--- src/rtl/y_signature_compactor.sv ---
// Compacts the DUT result vector y into a MISR signature and a change count
// over a programmed window of CYCLES samples, then holds the results until restarted.
module y_signature_compactor #(
  parameter int          DATA_W = 81,
  parameter int          SIG_W  = 32,
  parameter logic [63:0] POLY   = 64'h04C11DB7,
  parameter logic [63:0] SEED   = 64'h00000001,
  parameter int          CYCLES = 256
) (
  input  logic              clk,
  input  logic              rst_n,
  input  logic              start,
  input  logic [DATA_W-1:0] y_in,
  output logic              busy,
  output logic              done,
  output logic [SIG_W-1:0]  signature,
  output logic [15:0]       sample_cnt,
  output logic [15:0]       change_cnt,
  output logic [1:0]        dbg_state
);

  localparam int          NSLICE = (DATA_W + SIG_W - 1) / SIG_W;
  localparam int          PAD_W  = NSLICE * SIG_W;
  localparam logic [15:0] LAST   = 16'(CYCLES - 1);

  typedef enum logic [1:0] {
    S_IDLE = 2'd0,
    S_RUN  = 2'd1,
    S_DONE = 2'd2
  } state_t;

  state_t             r_state;
  state_t             w_next;
  logic [SIG_W-1:0]   r_sig;
  logic [15:0]        r_sample_cnt;
  logic [15:0]        r_change_cnt;
  logic [DATA_W-1:0]  r_prev_y;
  logic [PAD_W-1:0]   w_pad;
  logic [SIG_W-1:0]   w_fold;
  logic [SIG_W-1:0]   w_sig_next;
  logic               w_start_win;
  logic               w_changed;

  // Start is only honoured outside RUN, so a pulse mid-window is ignored.
  assign w_start_win = start && ((r_state == S_IDLE) || (r_state == S_DONE));

  always_ff @(posedge clk or negedge rst_n) begin
    if (!rst_n) begin
      r_state <= S_IDLE;
    end else begin
      r_state <= w_next;
    end
  end

  always_comb begin
    w_next = r_state;
    case (r_state)
      S_IDLE:  if (start) w_next = S_RUN;
      S_RUN:   if (r_sample_cnt == LAST) w_next = S_DONE;
      S_DONE:  if (start) w_next = S_RUN;
      default: w_next = S_IDLE;
    endcase
  end

  // The top slice of y is zero-padded before the slices are XOR-folded.
  always_comb begin
    w_pad              = '0;
    w_pad[DATA_W-1:0]  = y_in;
    w_fold             = '0;
    for (int k = 0; k < NSLICE; k++) begin
      w_fold = w_fold ^ w_pad[k*SIG_W +: SIG_W];
    end
  end

  assign w_sig_next = {r_sig[SIG_W-2:0], 1'b0}
                    ^ (r_sig[SIG_W-1] ? POLY[SIG_W-1:0] : '0)
                    ^ w_fold;

  assign w_changed = (r_sample_cnt != 16'd0) && (y_in != r_prev_y);

  always_ff @(posedge clk or negedge rst_n) begin
    if (!rst_n) begin
      r_sig        <= '0;
      r_sample_cnt <= '0;
      r_change_cnt <= '0;
      r_prev_y     <= '0;
    end else if (w_start_win) begin
      r_sig        <= SEED[SIG_W-1:0];
      r_sample_cnt <= '0;
      r_change_cnt <= '0;
    end else if (r_state == S_RUN) begin
      r_sig        <= w_sig_next;
      r_sample_cnt <= r_sample_cnt + 16'd1;
      r_prev_y     <= y_in;
      if (w_changed && (r_change_cnt != 16'hFFFF)) begin
        r_change_cnt <= r_change_cnt + 16'd1;
      end
    end
  end

  assign busy       = (r_state == S_RUN);
  assign done       = (r_state == S_DONE);
  assign signature  = r_sig;
  assign sample_cnt = r_sample_cnt;
  assign change_cnt = r_change_cnt;
  assign dbg_state  = r_state;

endmodule

--- config.mk ---
export PLATFORM = sky130hd
export DESIGN_NAME = y_signature_compactor
export DESIGN_NICKNAME = d
export VERILOG_FILES = /design/src/rtl/y_signature_compactor.sv
export SDC_FILE = /design/constraint.sdc
export NUM_CORES = 1
export LEC_CHECK = 0
export ABC_AREA = 1
export BUFFER_PORTS_ARGS = -buffer_cell sky130_fd_sc_hd__clkbuf_2
export CAP_MARGIN = 20
export CORE_MARGIN = 8
export CORE_UTILIZATION = 51
export CTS_BUF_LIST = sky130_fd_sc_hd__clkbuf_16
export CTS_CLUSTER_DIAMETER = 200
export CTS_CLUSTER_SIZE = 40
export DETAILED_ROUTE_END_ITERATION = 8
export GPL_TIMING_DRIVEN = 0
export HOLD_SLACK_MARGIN = 0.12
export PLACE_DENSITY_LB_ADDON = 0.3
export SLEW_MARGIN = 0
export SYNTH_ARGS = -nofsm -noshare
export SYNTH_HDL_FRONTEND = slang
export SYNTH_SLANG_ARGS = --single-unit
--- constraint.sdc ---
create_clock -name clk -period 1.7 [get_ports clk]
set_input_delay 0.17 -clock clk [delete_from_list [all_inputs] [get_ports clk]]
set_output_delay 0.17 -clock clk [all_outputs]
set_load 0.05 [all_outputs]
Yosys cells after proc, flatten, opt, wreduce, memory -nomap -nowiden:

Index checks and enable logic that the tools add are counted.

* output and inout bits: 68
* input bits: 84
* bits in registers: 147

* equal/unequal tests: 7
* bitwise gates (word level): 5
* reduce and logical (&&, ||, !) cells: 12
* add/sub/neg operators: 2
* muxes and demuxes: 11

Operators with widths (number)
* $ne A81 B81 Y1: 1
* $mux W16: 5
* $mux W32: 2
* $xor A32 B32 Y32: 2
* $add A16 B1 Y16 const B: 2
* $xor A32 B17 Y32: 1
* $xor A32 B27 Y32: 1
* $mux W27: 1
* $eq A16 B8 Y1 const B: 1
* $ne A16 B16 Y1 const B: 1
* $reduce_bool A16 Y1: 1
* $reduce_and A2 Y1: 3
* $mux W2: 2
* $ne A2 B1 Y1 const B: 2
* $pmux W2 S2: 1
* $reduce_bool A2 Y1: 2
* $logic_and A1 B1 Y1: 3
* $eq A2 B1 Y1 const B: 1
* $eq A2 B2 Y1 const B: 1
* $logic_not A2 Y1: 1
* $reduce_or A2 Y1: 1
* $logic_or A1 B1 Y1: 1
* $not A1 Y1: 1

Logic depth before layout (Yosys ltp):

Gate-level depths: netlist of run 1.

* depth after elaboration: 6
* depth in mapped cells: 13
* depth with buffers taken out: 12

Least setup slack after synthesis of run 1:

OpenSTA, ideal clock, no wires.

* path type: reg-to-reg
* from: register r_state[0], in the netlist dbg_state[0]
* to: register r_prev_y[50]
* setup time: 0.067 ns
* arrival: 2.123 ns
* cell stages (with the launch flop): 7
* buffers on the path: 2
* period minus slack after synthesis: 2.190 ns
* slack: -0.490 ns
* cells stage by stage: dfrtp_1 > nand2_1 > inv_1 > clkbuf_1 > buf_1 > nand2_1 > nand2_1

* elaborated cells on any way between the ends: 7

RTL lines
* start: declaration: RTL line 32 `state_t r_state;`
* start signal: assignment: RTL line 51 `r_state <= w_next;`
* $eq A2 B1 Y1
* net busy: RTL line 14 `output logic busy,`
* $reduce_and A2 Y1 (no line)
* end signal: assignment: RTL line 94 `r_prev_y <= y_in;`
* end: declaration: RTL line 37 `logic [DATA_W-1:0] r_prev_y;`

The timed path passes the listed nets, and every way through them passes these cells.
A chain may end at the register's enable or synchronous reset.

Final worst setup path of run 1:

* from: register r_sample_cnt[10], in the netlist sample_cnt[10]
* to: register r_change_cnt[4], in the netlist change_cnt[4]

* word-level cells in the longest chain between the ends: 5

Ends and longest elaborated chain
* start: declaration: RTL line 35 `logic [15:0] r_sample_cnt;`
* start signal: assignment: RTL line 93 `r_sample_cnt <= r_sample_cnt + 16'd1;`
* $reduce_bool A16 Y1: RTL line 79 `assign w_changed = (r_sample_cnt != 16'd0) && (y_in != r_prev_y);`
* $logic_and A1 B1 Y1: RTL line 79
* $logic_and A1 B1 Y1: RTL line 95 `if (w_changed && (r_change_cnt != 16'hFFFF)) begin`
* $reduce_bool A2 Y1 (no line)
* $reduce_and A2 Y1 (no line)
* end signal: assignment: RTL line 96 `r_change_cnt <= r_change_cnt + 16'd1;`
* end: declaration: RTL line 36 `logic [15:0] r_change_cnt;`

No other way between the ends.

==> impl_metrics.tcl, run 1 <==
set metrics [dict create \
    layout-drive-gt1-share_pct 21.5 \
    wl_mm 26.8 \
    cts_buffers 17 \
    power_frac_clock_pct 25.2 \
    met3_usage_pct 5.34 \
    p_comb_share_pct 42.3 \
    grt_first_pass_wirelength_mm 42.7 \
    grt_util_met2_pct 43.3 \
    hold_viol 0 \
    crit_family "simple AND/OR/NAND/NOR gates" \
    synth_fp_nets 1196 \
    io_buffers 151 \
    met1_usage_pct 33.7 \
    area_delta_synth_final_pct 37.1 \
    drv_cap 0 \
    clock_latency_ns 0.43 \
    overflow 0 \
    routedWlPerCell_um 16.6 \
    initial_core_util_pct 52.2 \
    die_area_mm2 0.0207 \
    drc 0 \
    drtIter0Drc 750 \
    utilization_pct 71.6 \
    p_leak_uw 0.00595 \
    nFillCells 1200 \
    yosysSeqAreaShare_pct 44.2 \
    crit_type "flip-flop to flip-flop" \
    finalNetCount 1472 \
    r2r_cells 10 \
    synth.avg_cell_area_um2 7.51 \
    cts_tree "done" \
    power_density_mw_per_mm2 1380 \
    violations "setup timing" \
    vias_per_cell 5.14 \
    dpl.hpwl_mm 18.1 \
    antenna_found_initial 1 \
    fin_area_mm2 0.0114 \
    post-place-ws_ns -0.714 \
    maxSlewHeadroom_pct 55.1 \
    cts_root_buf "clkbuf_16" \
    layout_common_cells "nand2_1, clkbuf_2, inv_1" \
    worst_setup_path_end_kind "flip-flop" \
    cp.depth 10 \
    yosysUniqueCellTypes 32 \
    holdCritPathClass "primary input to flip-flop" \
    p_sw_uw 6800 \
    final_common_cell "nand2_1" \
    die_h_um 144 \
    io_pins 152 \
    crit_path_cell_trace "inv_1 > nand3_1 > nor3_2 > nand4_1 > nand2_1 > nor2_4 > nand2_8 > buf_6 > nand3_2 > nand2_1" \
    ant_nets 0 \
    clockBufferDepth 2 \
    cp_slowest_cell "dfrtp_1" \
    core-area_mm2 0.0159 \
    crit_fanout 5 \
    worst_pin_slew_ns 0.673 \
    fmax_mhz 551 \
    cellInternalPower_uw 9000 \
    fin_skew_ns 0.00938 \
    place.gp.congestion 0.892 \
    crit_path_frequent_cell "nand2_1" \
    power_frac_seq_pct 32.5 \
    cts.sinks 147 \
    grt_pass1_vias 8461 \
    htree_levels 4 \
    setup_viol 16 \
    postLayoutSetupSlackWorst_ns -0.114 \
    min_period_ns 1.81 \
    vias 8301 \
    slowest_delay_ns 0.41 \
    rsz0062_at_grt "true" \
    holdPathStages 4 \
    required_ns 2.07 \
    status "complete, but fails checks" \
    final.period_utilization_pct 107 \
    netlist_area_mm2 0.00833 \
    path_clk_slew_ns 0.06 \
    placed_cell_area_mm2 0.00948 \
    grt_max_degree 83 \
    dieWidth_um 144 \
    track_usage_pct 26.8 \
    vdd_ir_drop_max_mv 0.862 \
    rows 46 \
    grt_most_used_layer "met2" \
    syn_inst 1109 \
    dr.pass1.iters 7 \
    final_max_slew_viol_count 0 \
    critPathArrivalTime_ns 2.18 \
    ys_ff_latch 147 \
    start_kind "flip-flop" \
    switching_share_pct 43.0 \
    crit_buf_inv 2 \
    fin_setup_tns_ns -1.40 \
    ys_warn_count 0 \
]
worst paths after layout:
path | slack (ns) | from | endpoint
hold / removal | 0.15 | y_in[74] | signature[10]
hold reg to reg | 0.50 | r_prev_y[57] | r_prev_y[57]
max in group asynchronous | 0.56 | rst_n | sample_cnt[3]
setup reg to reg | -0.11 | sample_cnt[10] | change_cnt[4]
setup / recovery | -0.11 | sample_cnt[10] | change_cnt[4]
min in group asynchronous | 0.30 | rst_n | signature[21]
state kept, by name, indices dropped and copies added, names as in the netlist:
signal and cells:
r_prev_y 81, sample_cnt 16, dbg_state 2, change_cnt 16
signature 32
cells by family after synthesis:
family                     count (synthesis)  synth area share, %
DFF                                      147                 44.2
buffers and inverters                    183                 8.49
adders and majority gates                  3                0.451
xor gates and xnor gates                 118                 12.4
and+or+nand+nor                          522                 25.6
AOI/OAI and AO/OA                        136                 8.92
stage by stage:
step                      total power, uW  hold slack (ns)  cells
after floorplan                      9580           -0.126   1109
after global placement              11100            0.423   1476
after detailed placement            11300            0.212   1477
after CTS                           15600            0.134   1610
after global routing                16600            0.158   1615
final                               15800            0.148   1615
cell usage after synthesis (all sizes together):
master | number | area (um2)
a211oi | 2 | 15.0
a21oi | 18 | 90.1
a22o | 12 | 105
a31o | 1 | 8.76
a31oi | 2 | 12.5
buf | 13 | 68.8
clkbuf | 19 | 71.3
dfrtp | 147 | 3680
ha | 3 | 37.5
inv | 151 | 567
nand2 | 394 | 1500
nand3 | 37 | 203
nand3b | 6 | 45.0
nand4 | 6 | 37.5
nor2 | 72 | 293
nor3 | 4 | 31.3
nor4 | 3 | 18.8
o21ai | 98 | 490
o21bai | 1 | 7.51
o22ai | 1 | 6.26
o31ai | 1 | 7.51
xnor2 | 53 | 464
xor2 | 65 | 569
per-layer routing:
layer	wire length [um]	share of wire [%]
met2	12400	46
met4	1230	4.6
met3	2020	7.5
met1	11200	42
met5	0	0
area by class of cell:
| cell class | count | area, um2 | area share, % |
|---|---|---|---|
| Inverter | 151 | 572 | 5.01 |
| Multi-Input combinational cell | 779 | 4190 | 36.6 |
| Antenna cell | 1 | 2.50 | 0.0219 |
| Clock inverter | 15 | 190 | 1.67 |
| Buffer | 31 | 233 | 2.04 |
| Sequential cell | 147 | 3690 | 32.4 |
| Timing Repair Buffer | 258 | 1850 | 16.2 |
| Clock buffer | 17 | 425 | 3.73 |
| Tap cell | 216 | 270 | 2.37 |
power groups by stage:
| stage | clock (uW) | sequential, uW | combinational, uW |
|---|---|---|---|
| 2_1_floorplan | 0 | 6890 | 2690 |
| 3_3_place_gp | 0 | 5130 | 5980 |
| 3_5_place_dp | 0 | 5150 | 6110 |
| 4_1_cts | 3990 | 5090 | 6560 |
| 5_1_grt | 4180 | 5230 | 7160 |
| 6_report | 3990 | 5130 | 6690 |
what timing repair did:
action | 4_1_cts | 5_1_grt
gates cloned | 3 | 0
gates resized for setup | 64 | 28
buffers inserted | 16 | 5
hold buffers | 82 | 0
endpoints found under the hold margin | 146 | 0
pin swaps | 29 | 17
endpoints found under the setup margin | 124 | 104
worst register-to-register path, cell delays in order (launching register included):
cell and delay [ns]:
dfrtp_1 0.41, inv_1 0.12, nand3_1 0.10, nor3_2 0.24
nand4_1 0.21, nand2_1 0.20, nor2_4 0.09, nand2_8 0.10
buf_6 0.13, nand3_2 0.06, nand2_1 0.07
(Power assumes the default switching activity.)
==> inputs of run 2 (changes only) <==
--- a/config.mk
+++ b/config.mk
@@ -10,7 +10,7 @@
 export CAP_MARGIN = 20
 export CORE_MARGIN = 8
 export CORE_UTILIZATION = 51
-export CTS_BUF_LIST = sky130_fd_sc_hd__clkbuf_16
+export CTS_BUF_LIST = sky130_fd_sc_hd__clkbuf_4 sky130_fd_sc_hd__clkbuf_8 sky130_fd_sc_hd__clkbuf_16
 export CTS_CLUSTER_DIAMETER = 200
 export CTS_CLUSTER_SIZE = 40
 export DETAILED_ROUTE_END_ITERATION = 8
==> run 2 against run 1 <==
  * The run still ends with setup timing left
  * Sequential power barely moved
  * Fmax rose by 0.83%
  * Register-to-register slack barely moved
  * Critical path depth did not move
  * Power rose by 0.93%
  * First-iteration DRC count fell by 4.9%
  * Global-route usage barely moved
  * Wire length fell by 0.43%
  * Clock skew fell by 0.0018 ns
  * Sequential cell count did not move
  * Largest cell class unchanged
  * Largest power group unchanged
==> impl_metrics.tcl, run 2 (same netlist as run 1, synthesis figures left out) <==
set metrics [dict create \
    status "complete, but fails checks" \
    violations "setup timing" \
    rsz0062_at_grt "true" \
    holdCritPathClass "primary input to flip-flop" \
    finalNetCount 1472 \
    r2r_cells 10 \
    start_kind "flip-flop" \
    worst_setup_path_end_kind "flip-flop" \
    drv_cap 0 \
    rows 46 \
    top_register "r_prev_y" \
    required_ns 2.07 \
    fin_skew_ns 0.00761 \
    final.period_utilization_pct 106 \
    whs_ns 0.147 \
    reg2reg_from "sample_cnt[10]" \
    fin_area_mm2 0.0115 \
    clockBufferDepth 2 \
    min_period_ns 1.80 \
    cts_root_buf "clkbuf_16" \
    fin_setup_tns_ns -1.20 \
    vias_per_cell 5.12 \
    worstSetupEndpoint "change_cnt[4]" \
    hold_viol 0 \
    track_usage_pct 26.8 \
    cts.sinks 147 \
    grt_first_pass_wirelength_mm 42.7 \
    htree_levels 4 \
    vdd_ir_drop_max_mv 0.859 \
    routedWlPerCell_um 16.5 \
    holdPathStages 4 \
    overflow 0 \
    final_cells 1615 \
    die_h_um 144 \
    p_leak_uw 0.00597 \
    antenna_found_initial 1 \
    setup_viol 16 \
    reg2reg_to "change_cnt[4]" \
    critPathArrivalTime_ns 2.16 \
    core-area_mm2 0.0159 \
    crit_fanout 5 \
    postLayoutSetupSlackWorst_ns -0.0991 \
    numPlacedInstances 1477 \
    ant_nets 0 \
    min_from "y_in[74]" \
    initial_core_util_pct 52.2 \
    place.gp.congestion 0.892 \
    area_delta_synth_final_pct 37.5 \
    final_max_slew_viol_count 0 \
    cts_tree "done" \
    worst_pin_slew_ns 0.643 \
    die_area_mm2 0.0207 \
    final_common_cell "nand2_1" \
    cts_buffers 17 \
    power_density_mw_per_mm2 1390 \
    dieWidth_um 144 \
    largest_reg_flops 81 \
    wl_mm 26.7 \
    vias 8269 \
    drc 0 \
    maxSlewHeadroom_pct 57.2 \
    dr.pass1.iters 5 \
    crit_start "sample_cnt[10]" \
    grt_max_degree 83 \
    drtIter0Drc 713 \
    crit_type "flip-flop to flip-flop" \
    io_pins 152 \
    grt_pass1_vias 8474 \
    placed_cell_area_mm2 0.00948 \
    layout_common_cells "nand2_1, clkbuf_2, inv_1" \
    layout-drive-gt1-share_pct 21.7 \
    dpl.hpwl_mm 18.1 \
    io_buffers 151 \
    r2r_setup_slack_ns -0.1 \
    fmax_mhz 556 \
    path_clk_slew_ns 0.06 \
    clock_latency_ns 0.43 \
]
==> run 2: how the worst min path moves through the flow <==
| stage | end | slack, ns |
|---|---|---|
| final | signature[10] | 0.15 |
| after CTS | r_prev_y[41] | 0.13 |
| after global routing | r_prev_y[41] | 0.16 |
| after detailed placement | signature[20] | 0.21 |
| after global placement | r_prev_y[75] | 0.42 |
| after floorplan | change_cnt[0] | -0.13 |
==> run 2: critical path, stage by stage, from the launching register on <==
cell	delay [ns]
dfrtp_1	0.41
inv_1	0.12
nand3_1	0.10
nor3_2	0.24
nand4_1	0.20
nand2_1	0.19
nor2_4	0.09
nand2_8	0.10
buf_6	0.13
nand3_2	0.06
nand2_1	0.07
==> run 2: final cells by class <==
class / instances / area, um2
clock inverters: 11 / 175
repair buffers: 258 / 1850
well taps: 216 / 270
fillers: 1192 / 4490
multi-input cells: 779 / 4190
diodes: 1 / 2.50
flip-flops and latches: 147 / 3690
inverters: 151 / 572
plain buffers: 31 / 233
clock buffers: 21 / 474
==> run 2: metal layers <==
layer / global-route usage (%) / up-vias / routed length (um)
li1: - / 3964 / -
met1: 33.7 / 3889 / 11200
met2: 43.3 / 335 / 12400
met3: 5.44 / 81 / 2000
met4: 13.1 / 0 / 1200
met5: 0 / - / 0
==> run 2: timing repair <==
item / CTS / global route
pin swaps: 29 / 17
endpoints found under the setup margin: 124 / 105
endpoints found under the hold margin: 146 / 0
gates cloned: 3 / 0
buffers inserted: 16 / 5
gates resized for setup: 64 / 28
hold buffers: 82 / 0
==> run 2: per-stage QoR <==
stage               setup slack [ns]  util [%]  total power (uW)
floorplan                     -0.153         -              9580
global placement               -2.48      59.2             11100
detailed placement            -0.714      59.4             11300
CTS                          -0.0563      71.2             15800
global route                  -0.209      71.8             16700
finish                       -0.0991      71.8             16000
==> run 2: report_power, final <==
part,internal (uW),switching [uW]
sequential,4310,816
clock,2600,1540
combinational,2250,4430
==> inputs of run 3 (changes only) <==
--- a/config.mk
+++ b/config.mk
@@ -8,14 +8,16 @@
 export ABC_AREA = 1
 export BUFFER_PORTS_ARGS = -buffer_cell sky130_fd_sc_hd__clkbuf_2
 export CAP_MARGIN = 20
+export CELL_PAD_IN_SITES_DETAIL_PLACEMENT = 1
+export CELL_PAD_IN_SITES_GLOBAL_PLACEMENT = 1
 export CORE_MARGIN = 8
-export CORE_UTILIZATION = 51
+export CORE_UTILIZATION = 24
 export CTS_BUF_LIST = sky130_fd_sc_hd__clkbuf_4 sky130_fd_sc_hd__clkbuf_8 sky130_fd_sc_hd__clkbuf_16
 export CTS_CLUSTER_DIAMETER = 200
 export CTS_CLUSTER_SIZE = 40
 export DETAILED_ROUTE_END_ITERATION = 8
 export GPL_TIMING_DRIVEN = 0
-export HOLD_SLACK_MARGIN = 0.12
+export HOLD_SLACK_MARGIN = 0.08
 export PLACE_DENSITY_LB_ADDON = 0.3
 export SLEW_MARGIN = 0
 export SYNTH_ARGS = -nofsm -noshare
==> run 3 against run 2 <==
  * The flow still finishes with violations (setup timing)
  * Wire length grew 23%
  * Clock skew grew 0.013 ns
  * Non-clock buffer count shrank 8
  * Sequential share of layout area shrank 0.77 points
  * Worst hold slack lost 0.046 ns
  * Combinational power grew 1%
  * Register-to-register slack gained 0.04 ns
  * Clock power is essentially flat
  * Clock-buffer cell count shrank 4
  * Critical endpoint is now change_cnt[13]
  * Largest cell class unchanged
==> impl_metrics.tcl, run 3 (same netlist as run 1, synthesis figures left out) <==
set metrics [dict create \
    final_common_cell "nand2_1" \
    worst_pin_slew_ns 0.746 \
    clockBufferDepth 2 \
    die_area_mm2 0.0409 \
    largest_reg_flops 81 \
    ant_nets 0 \
    reg2reg_to "change_cnt[13]" \
    vias_per_cell 4.36 \
    top_register "r_prev_y" \
    place.gp.congestion 0.784 \
    layout_common_cells "nand2_1, clkbuf_2, inv_1" \
    status "complete, but fails checks" \
    grt_pass1_vias 8776 \
    grt_max_degree 96 \
    drc 0 \
    switching_share_pct 44.4 \
    power_density_mw_per_mm2 1370 \
    r2r_cells 12 \
    critPathArrivalTime_ns 2.13 \
    nFillCells 4200 \
    min_period_ns 1.76 \
    crit_start "r_prev_y[46]" \
    cts.sinks 147 \
    vias 8057 \
    routedWlPerCell_um 17.7 \
    hold_viol 0 \
    r2r_setup_slack_ns -0.06 \
    power_frac_clock_pct 25.7 \
    final.period_utilization_pct 104 \
    crit_fanout 5 \
    postLayoutSetupSlackWorst_ns -0.0600 \
    htree_levels 4 \
    seq_area_mm2 0.00370 \
    maxSlewHeadroom_pct 50.2 \
    initial_core_util_pct 24.2 \
    finalPower_uw 16100 \
    cts_tree "done" \
    track_usage_pct 16.3 \
    p_sw_uw 7160 \
    utilization_pct 34.2 \
    rsz0062_at_grt "true" \
    worst_setup_path_end_kind "flip-flop" \
    holdCritPathClass "primary input to flip-flop" \
    path_clk_slew_ns 0.07 \
    cellInternalPower_uw 8950 \
    whs_ns 0.101 \
    antenna_found_initial 2 \
    final_max_slew_viol_count 0 \
    dpl.hpwl_mm 23.9 \
    layout-drive-gt1-share_pct 23.6 \
    reg2reg_from "r_prev_y[46]" \
    start_kind "flip-flop" \
    multi_input_area_mm2 0.00424 \
    fmax_mhz 568 \
    clock_latency_ns 0.45 \
    die_h_um 202 \
    drtIter0Drc 380 \
    dr.pass1.iters 4 \
    violations "setup timing" \
    dieWidth_um 202 \
    power_frac_seq_pct 32.3 \
    overflow 0 \
    fin_skew_ns 0.0204 \
    wl_mm 32.7 \
    grt_first_pass_wirelength_mm 51.3 \
    crit_type "flip-flop to flip-flop" \
    setup_viol 16 \
    p_comb_share_pct 42.0 \
    core-area_mm2 0.0344 \
    rows 68 \
    worstSetupEndpoint "change_cnt[13]" \
    cts_buffers 17 \
    area_delta_synth_final_pct 41.0 \
    vdd_ir_drop_max_mv 0.835 \
    cts_root_buf "clkbuf_16" \
    finalNetCount 1464 \
    p_leak_uw 0.00594 \
    required_ns 2.07 \
    io_buffers 151 \
    io_pins 152 \
    drv_cap 0 \
]
run 3: cell types whose count changed in the layout (fill, tap and decap cells not counted), moves of 5 or more:
cell,change
dlygate4sd3_1,-11
nand2_1,-7
nand2_2,+7
nor2_1,-10
nor2_2,+10
buf_4,+5
run 3: worst min-delay path by stage:
stage / from / to / slack [ns] / cells after the start
after floorplan: rst_n / change_cnt[0] / -0.13 / 0
after global placement: y_in[79] / r_prev_y[79] / 0.43 / 3
after detailed placement: rst_n / r_prev_y[26] / 0.19 / 1
after CTS: y_in[7] / r_prev_y[7] / 0.08 / 3
after global routing: y_in[11] / r_prev_y[11] / 0.09 / 3
final: y_in[37] / r_prev_y[37] / 0.10 / 3
run 3: area by class of cell:
class	instances	share of cell area, %
plain buffers	30	2.18
flip-flops and latches	147	31.5
clock buffers	17	3.62
diodes	2	0.0426
well taps	455	4.85
repair buffers	251	15.2
inverters	151	4.91
clock inverters	14	1.63
multi-input cells	779	36.1
run 3: worst max-delay path, stage by stage, from the launching register on:
cell and delay (ns):
dfrtp_1 0.39, nand2_1 0.11, o21ai_1 0.08, nor2_1 0.09
nand2_1 0.08, nor2_2 0.14, nand2_2 0.11, nor2_4 0.11
nand3_4 0.17, nand2_8 0.14, buf_8 0.13, nand3_1 0.07
nand2_1 0.07
run 3: layer usage:
layer | GRT usage [%] | routed length [um] | vias to the layer above
li1 | - | - | 3946
met4 | 5.31 | 569 | 2
met5 | 0 | 13 | -
met1 | 21.3 | 15100 | 3948
met3 | 2.19 | 1170 | 32
met2 | 27.4 | 15900 | 129
run 3: power groups by stage:
stage	sequential, uW	clock [uW]	combinational, uW
detailed placement	5260	0	6290
floorplan	6890	0	2690
CTS	5180	4250	6730
global placement	5240	0	6180
global route	5330	4360	7390
finish	5200	4140	6770
run 3: through the flow:
step	std cells	instance area, um2	setup WS, ns	TNS [ns]
2_1_floorplan	1109	8410	-0.153	-2.18
3_3_place_gp	1715	9740	-2.99	-452.46
3_5_place_dp	1716	9770	-0.945	-68.03
4_1_cts	1836	11500	-0.0869	-1.19
5_1_grt	1845	11700	-0.246	-3.52
6_report	1846	11700	-0.0600	-0.605
run 3: timing repair:
| item | CTS | global route |
|---|---|---|
| endpoints found under the setup margin | 141 | 51 |
| endpoints found under the hold margin | 123 | 0 |
| gates resized for setup | 67 | 53 |
| setup buffers | 16 | 11 |
| hold buffers | 72 | 0 |
| pin swaps | 22 | 25 |
| cloned | 1 | 1 |
